**config.mk**
```make
export PLATFORM = sky130hd
export DESIGN_NAME = priority_bit_iterator
export DESIGN_NICKNAME = d
export VERILOG_FILES = /design/src/rtl/priority_bit_iterator.sv
export SDC_FILE = /design/constraint.sdc
export NUM_CORES = 1
export LEC_CHECK = 0
export BUFFER_PORTS_ARGS = -buffer_cell sky130_fd_sc_hd__clkbuf_2
export CORE_UTILIZATION = 54
export CTS_CLUSTER_DIAMETER = 150
export DETAILED_ROUTE_END_ITERATION = 12
export PLACE_DENSITY = 0.74
export SLEW_MARGIN = 15
export SYNTH_ARGS = -nofsm -noshare
export SYNTH_HDL_FRONTEND = slang
export SYNTH_SLANG_ARGS = --single-unit
```
**constraint.sdc**
```tcl
create_clock -name clk_i -period 4.3 [get_ports clk_i]
set_input_delay 0.215 -clock clk_i [delete_from_list [all_inputs] [get_ports clk_i]]
set_output_delay 0.215 -clock clk_i [all_outputs]
set_load 0.1 [all_outputs]
```
**src/rtl/priority_bit_iterator.sv**
```systemverilog
// Walks the set bits of each accepted request word and emits them one per beat
// as one-hot grants with a binary index, in LSB-first or MSB-first order.
module priority_bit_iterator #(
  parameter  int WIDTH      = 16,
  parameter  int MAX_GRANTS = WIDTH,
  localparam int IDX_W      = $clog2(WIDTH),
  localparam int CNT_W      = $clog2(MAX_GRANTS + 1)
) (
  input  logic             clk_i,
  input  logic             arst_i,
  input  logic [WIDTH-1:0] data_i,
  input  logic             dir_i,
  input  logic             data_val_i,
  output logic             data_rdy_o,
  output logic [WIDTH-1:0] grant_o,
  output logic [IDX_W-1:0] grant_idx_o,
  output logic             grant_last_o,
  output logic             grant_empty_o,
  output logic             grant_trunc_o,
  output logic             grant_val_o,
  input  logic             grant_rdy_i
);

  typedef enum logic {IDLE, RUN} state_t;

  state_t           state_q, state_d;
  logic [WIDTH-1:0] grant_q, grant_d;
  logic [IDX_W-1:0] idx_q, idx_d;
  logic             last_q, last_d;
  logic             empty_q, empty_d;
  logic             trunc_q, trunc_d;
  logic [WIDTH-1:0] residual_q, residual_d;
  logic             dir_q, dir_d;
  logic [CNT_W-1:0] cnt_q, cnt_d;

  logic             beat_acc, word_acc, load;
  logic [WIDTH-1:0] src, pk_grant, pk_rem;
  logic             src_dir;
  logic [CNT_W-1:0] src_cnt;
  logic [IDX_W-1:0] pk_idx;

  // Plain priority scan; the last hit in loop order wins, so the loop runs
  // away from the bit that should take priority. Works for any WIDTH.
  function automatic logic [IDX_W-1:0] pick_idx(input logic [WIDTH-1:0] v,
                                                input logic msb_first);
    pick_idx = '0;
    if (msb_first) begin
      for (int i = 0; i < WIDTH; i++)
        if (v[i]) pick_idx = IDX_W'(i);
    end else begin
      for (int i = WIDTH - 1; i >= 0; i--)
        if (v[i]) pick_idx = IDX_W'(i);
    end
  endfunction

  assign beat_acc   = (state_q == RUN) & grant_rdy_i;
  assign data_rdy_o = (state_q == IDLE) | (beat_acc & last_q);
  assign word_acc   = data_val_i & data_rdy_o;

  always_comb begin
    state_d    = state_q;
    grant_d    = grant_q;
    idx_d      = idx_q;
    last_d     = last_q;
    empty_d    = empty_q;
    trunc_d    = trunc_q;
    residual_d = residual_q;
    dir_d      = dir_q;
    cnt_d      = cnt_q;
    load       = 1'b0;
    src        = residual_q;
    src_dir    = dir_q;
    src_cnt    = cnt_q + CNT_W'(1);

    if (word_acc) begin
      load    = 1'b1;
      src     = data_i;
      src_dir = dir_i;
      src_cnt = CNT_W'(1);
    end else if (beat_acc && !last_q) begin
      load = 1'b1;
    end else if (beat_acc) begin
      state_d    = IDLE;
      grant_d    = '0;
      idx_d      = '0;
      last_d     = 1'b0;
      empty_d    = 1'b0;
      trunc_d    = 1'b0;
      residual_d = '0;
      cnt_d      = '0;
    end

    pk_idx   = pick_idx(src, src_dir);
    pk_grant = (src != '0) ? (WIDTH'(1) << pk_idx) : '0;
    pk_rem   = src & ~pk_grant;

    if (load) begin
      state_d    = RUN;
      grant_d    = pk_grant;
      idx_d      = pk_idx;
      residual_d = pk_rem;
      dir_d      = src_dir;
      cnt_d      = src_cnt;
      empty_d    = (src == '0);
      last_d     = (pk_rem == '0) | (src_cnt == CNT_W'(MAX_GRANTS));
      trunc_d    = (src_cnt == CNT_W'(MAX_GRANTS)) & (pk_rem != '0);
    end
  end

  always_ff @(posedge clk_i or posedge arst_i) begin
    if (arst_i) begin
      state_q    <= IDLE;
      grant_q    <= '0;
      idx_q      <= '0;
      last_q     <= 1'b0;
      empty_q    <= 1'b0;
      trunc_q    <= 1'b0;
      residual_q <= '0;
      dir_q      <= 1'b0;
      cnt_q      <= '0;
    end else begin
      state_q    <= state_d;
      grant_q    <= grant_d;
      idx_q      <= idx_d;
      last_q     <= last_d;
      empty_q    <= empty_d;
      trunc_q    <= trunc_d;
      residual_q <= residual_d;
      dir_q      <= dir_d;
      cnt_q      <= cnt_d;
    end
  end

  assign grant_o       = grant_q;
  assign grant_idx_o   = idx_q;
  assign grant_last_o  = last_q;
  assign grant_empty_o = empty_q;
  assign grant_trunc_o = trunc_q;
  assign grant_val_o   = (state_q == RUN);

endmodule

```
Yosys cells after proc, flatten, opt, wreduce, memory -nomap -nowiden
Cells that the tools add are included.
{"block": "totals", "elab_cells": 89, "in_bits": 21, "ff_bits": 46, "output_inout_bits": 25}
{"block": "classes", "n_reduce_logical": 8, "n_bitwise": 9, "shifts": 1, "n_eq_ne": 3, "addsub": 1, "muxes": 58}
{"op": "4-bit 2-to-1 mux", "n": 35}
{"op": "16-bit 2-to-1 mux", "n": 7}
{"op": "16-bit logical NOT", "n": 2}
{"op": "16-bit nonzero test", "n": 2}
{"op": "5-bit 2-to-1 mux", "n": 5}
{"op": "16-bit bitwise AND", "n": 1}
{"op": "16-bit inverter", "n": 1}
{"op": "1-bit by 4-bit left shift with 16-bit output (first input constant)", "n": 1}
{"op": "1-bit 2-to-1 mux", "n": 11}
{"op": "5-bit by 1-bit adder with 5-bit output (second input constant)", "n": 1}
{"op": "5-bit == test (second input constant)", "n": 1}
{"op": "1-bit bitwise AND", "n": 4}
{"op": "3-bit AND reduction", "n": 1}
{"op": "2-bit by 1-bit inequality test with 1-bit output (second input constant)", "n": 1}
{"op": "2-bit inequality test (second input constant)", "n": 1}
{"op": "1-bit OR", "n": 2}
{"op": "2-bit nonzero test", "n": 1}
{"op": "1-bit logical AND", "n": 1}
{"op": "1-bit logical NOT", "n": 1}
{"op": "1-bit inverter", "n": 1}

Longest topological paths before layout
{"block": "logic_depth", "depth_word": 29, "ltp_mapped": 15, "depth_no_buf": 11}

Worst setup path before layout
Ideal clock, no wire load.
{"block": "synth_timing", "path_kind": "reg-to-reg", "from": "register state_q, in the netlist grant_val_o", "to": "register trunc_q, in the netlist grant_trunc_o", "path_stages_with_launch": 16, "path_buffers": 4, "setup_time_ns": 0.137, "slack_ns": 0.458, "required_ns": 4.163, "arrival_ns": 3.704, "synth_period_minus_slack_ns": 3.842, "path_cell_list": "dfrtp_1 buf_6 a21boi_4 inv_2 and2_4 buf_6 buf_8 a32oi_1 o22ai_1 nand2_2 buf_6 nor4_1 a21oi_1 a2111o_1 nor4_2 a31oi_1"}
{"block": "synth_via", "elab_chain_cells": 29, "word_cells_on_any_way": 56, "cone_classes": "eq/ne (3); shift (1); mux (39); bitwise (8); reduce/logical (5)"}
{"element": "from (decl)", "line_no": "26", "source": "state_t state_q, state_d;"}
{"element": "from (signal assigned)", "line_no": "122", "source": "state_q <= state_d;"}
{"element": "1-bit bitwise AND", "line_no": "56", "source": "assign beat_acc = (state_q == RUN) & grant_rdy_i;"}
{"element": "1-bit bitwise AND", "line_no": "57", "source": "assign data_rdy_o = (state_q == IDLE) | (beat_acc & last_q);"}
{"element": "1-bit OR *", "line_no": "57"}
{"element": "named net data_rdy_o", "line_no": "14", "source": "output logic data_rdy_o,"}
{"element": "1-bit bitwise AND *", "line_no": "58", "source": "assign word_acc = data_val_i & data_rdy_o;"}
{"element": "16-bit 2-to-1 mux", "line_no": "75", "source": "if (word_acc) begin"}
{"element": "4-bit 2-to-1 mux (16 in a row)", "line_no": "52", "source": "if (v[i]) pick_idx = IDX_W'(i);"}
{"element": "4-bit 2-to-1 mux", "line_no": "47", "source": "if (msb_first) begin"}
{"element": "1-bit by 4-bit left shift with 16-bit output", "line_no": "94", "source": "pk_grant = (src != '0) ? (WIDTH'(1) << pk_idx) : '0;"}
{"element": "16-bit 2-to-1 mux", "line_no": "94"}
{"element": "16-bit inverter", "line_no": "95", "source": "pk_rem = src & ~pk_grant;"}
{"element": "16-bit bitwise AND", "line_no": "95"}
{"element": "16-bit nonzero test", "line_no": "106", "source": "trunc_d = (src_cnt == CNT_W'(MAX_GRANTS)) & (pk_rem != '0);"}
{"element": "1-bit bitwise AND", "line_no": "106"}
{"element": "1-bit 2-to-1 mux", "line_no": "97", "source": "if (load) begin"}
{"element": "to (signal assigned)", "line_no": "127", "source": "trunc_q <= trunc_d;"}
{"element": "to (decl)", "line_no": "31", "source": "logic trunc_q, trunc_d;"}
Mark *: on every way through the listed nets, which the timed path passes. The rest lies on a longest branch.
A chain may end at the register's enable or synchronous reset.

Worst setup path in the final report
{"block": "layout_timing", "from": "register state_q, in the netlist grant_val_o", "to": "register residual_q[3]"}
{"block": "layout_via", "elab_chain_cells": 27, "word_cells_on_any_way": 52, "cone_classes": "eq/ne (2); shift (1); mux (38); bitwise (7); reduce/logical (4)"}
{"element": "1-bit bitwise AND", "line_no": "56"}
{"element": "1-bit bitwise AND", "line_no": "57"}
{"element": "1-bit OR", "line_no": "57"}
{"element": "1-bit bitwise AND", "line_no": "58"}
{"element": "16-bit 2-to-1 mux", "line_no": "75"}
{"element": "4-bit 2-to-1 mux (16 in a row)", "line_no": "52"}
{"element": "4-bit 2-to-1 mux", "line_no": "47"}
{"element": "1-bit by 4-bit left shift with 16-bit output", "line_no": "94"}
{"element": "16-bit 2-to-1 mux", "line_no": "94"}
{"element": "16-bit inverter", "line_no": "95"}
{"element": "16-bit bitwise AND", "line_no": "95"}
{"element": "16-bit 2-to-1 mux", "line_no": "97"}
{"element": "to (signal assigned)", "line_no": "128", "source": "residual_q <= residual_d;"}
{"element": "to (decl)", "line_no": "32", "source": "logic [WIDTH-1:0] residual_q, residual_d;"}
Several ways; a longest one is shown, not always the timed one.

==> impl_metrics.py <==
metrics = {
    "outcome": {
        "status": "complete, no violations",
    },
    "floorplanning": {
        "start_util_pct": 56.2,
        "rows": 28,
        "coreArea_um2": 5920,
        "die_y_um": 80.5,
        "die-area_um2": 6480,
        "die_w_um": 80.5,
        "pin_count": 46,
    },
    "global_routing": {
        "grt_pass1_vias": 2988,
        "globalRouteOverflowTotal": 0,
        "grt_start_max_net_pins": 47,
        "grt_pass1_wl_um": 15700,
        "grt_antenna_before_repair": 0,
        "grt_use_total_pct": 32.2,
    },
    "place": {
        "dp_hpwl_um": 7280,
        "place_congestion": 0.944,
        "place.port_buffers": 45,
        "postPlaceCellArea_um2": 3550,
    },
    "timing": {
        "tightest_slew_ns": 0.950,
        "relSlewSlack_pct": 36.6,
        "finalMaxSlewViolations": 0,
        "fmax_mhz": 261,
        "tns_ns": 0,
        "setup_violations": 0,
        "hold_viol": 0,
        "timing.final.crit_period_ns": 3.83,
        "finClkSkew_ns": 0.00811,
        "post-route-period-util_pct": 89.0,
        "rsz0062_at_grt": "false",
        "hold_slack_ns": 0.0960,
    },
    "synth": {
        "synth_cell_types": 72,
        "synth_seq_cells": 46,
        "yosys-top-cells-area": "dfrtp_1 (35%), o21ai_0 (5.3%), nand2_1 (4.9%)",
        "ys_seq_area_share_pct": 34.6,
        "ys_warn_count": 0,
        "syn_area_per_cell_um2": 8.51,
        "synthArstFlopShare_pct": 100,
        "synth_most_common_cell": "dfrtp_1",
        "synth_nets": 413,
        "syn_area_um2": 3330,
        "ys.flop_type": "dfrtp_1",
        "yosysTopAreaCell": "dfrtp_1",
        "synth-edff-count": 0,
        "synth_common_cells": "dfrtp_1 (46), nand2_1 (43), nor2_1 (35), o21ai_0 (35), a21oi_1 (22)",
        "synthCells": 391,
        "yosysTopAreaCellShare_pct": 34.6,
    },
    "clock_tree": {
        "cts_buffers": 5,
        "hold_buffers": 0,
        "clk_root_buffer_cell": "clkbuf_8",
        "clockBufferDepth": 2,
        "clock_sinks": 46,
        "clk_pin_slew_worst_paths_ns": 0.09,
        "cts_resized": 0,
        "cts_tree": "done",
        "clk_latency_ns": 0.31,
        "post-cts-setup-buffers": 0,
        "h-tree-depth": 2,
    },
    "worst_setup_path": {
        "rr_startpoint": "grant_val_o",
        "cp_cell_sequence": "a21boi_4 -> inv_2 -> nand2_1 -> buf_4 -> mux2i_1 -> nand3_1 -> o31ai_1 -> nor2_1 -> nor4_2 -> a21oi_1 -> a21o_1 -> a32o_1",
        "r2r_setup_slack_ns": 0.47,
        "critical-path-max-stage-delay_ns": 0.60,
        "cp_top_family": "compound AO/OA/AOI/OAI gates",
        "crit_start": "grant_val_o",
        "crit_fanout": 11,
        "crit_type": "reg2reg",
        "setup.worst_path.start_class": "flip-flop",
        "setup.worst_path.end_class": "flip-flop",
        "crit_arrival_ns": 4.03,
        "required_ns": 4.50,
        "critPathBufInv": 2,
        "cpMaxStageDelayCell": "nor4_2",
    },
    "final_layout": {
        "fin_area_um2": 3650,
        "area_growth_pct": 9.78,
        "drive_above_1_share_pct": 19.0,
        "final.fill_count": 552,
        "diodes": 0,
        "nNetsFinal": 448,
        "final_core_util_pct": 61.7,
    },
    "detailed_routing": {
        "wire_per_inst_um": 19.6,
        "drt_wl_total_um": 9850,
        "drcViolationCount": 0,
        "drtIter0Drc": 351,
        "vias": 3377,
        "drtAntennaViolNets": 0,
        "vias_per_cell": 6.73,
        "firstDrtPassIters": 5,
    },
    "hold_path": {
        "hold_path.class": "in2async",
    },
    "job": {
        "cap_viol_max_count": 0,
    },
}
==> per-layer routing <==
layer | track usage, % | part of all wire [%]
met5 | 0 | 0
met4 | 9.64 | 2.1
met3 | 3.98 | 8.0
met2 | 48.2 | 44
met1 | 48.1 | 46
==> logic make-up after synthesis <==
family | share of synthesized area (%)
XOR/XNOR | 0.790
adder cells (fa/ha/maj) | 0.376
AO/OA/AOI/OAI | 34.3
multiplexers | 2.52
flip-flops | 34.6
AND/OR/NAND/NOR | 21.6
buffers and inverters | 5.83
==> layout make-up <==
cell class	count	area, um2	area share, %
clock buffers	6	82.6	2.26
clock inverters	2	16.3	0.445
inverters	18	67.6	1.85
multi-input cells	306	1990	54.4
flip-flops and latches	46	1150	31.5
well taps	75	93.8	2.57
repair buffers	49	255	6.99
==> state kept, by name, summed over array words and instances (netlist names) <==
name and cells:
grant_o 16, residual_q 16, cnt_q 5, grant_idx_o 4
dir_q 1, grant_empty_o 1, grant_last_o 1, grant_trunc_o 1
grant_val_o 1
==> through the flow <==
| stage | setup WS, ns | std cells |
|---|---|---|
| finish | 0.473 | 502 |
| global route | 0.175 | 502 |
| CTS | 0.568 | 502 |
| detailed placement | 0.590 | 494 |
| global placement | 0.655 | 494 |
| floorplan | 0.458 | 391 |
==> worst paths after layout <==
path / cells after the start / to
setup reg to reg: 12 / residual_q[3]
hold reg to reg: 2 / grant_o[13]
hold / removal: 2 / grant_o[3]
setup / recovery: 12 / residual_q[3]
max in group asynchronous: 2 / residual_q[8]
min in group clk_i: 3 / residual_q[15]
==> cell usage in the layout (no fill, tap or decap), types with 5 or more instances in the layout <==
cell,count
a22o_1,9
mux2i_1,5
nor2b_1,6
nand2b_1,5
nand3_1,15
a21boi_0,5
nor4_1,7
and3_1,6
o21ai_0,35
nand2_1,43
clkbuf_2,45
a32o_1,5
dfrtp_1,46
nor2_1,35
o311ai_0,5
inv_1,15
clkbuf_8,6
o31ai_1,9
a21oi_1,21
a21o_1,10
==> worst reg2reg max path, delay by kind of cell, from the launching register on <==
family          cells  cell delay, ns
compound gates      5            1.25
buf+inv             2            0.29
simple gates        4            1.22
flops               1            0.54
mux                 1            0.42
Power is not shown: default switching activity piles up to over one toggle a cycle in this logic, so the estimate is an artifact.
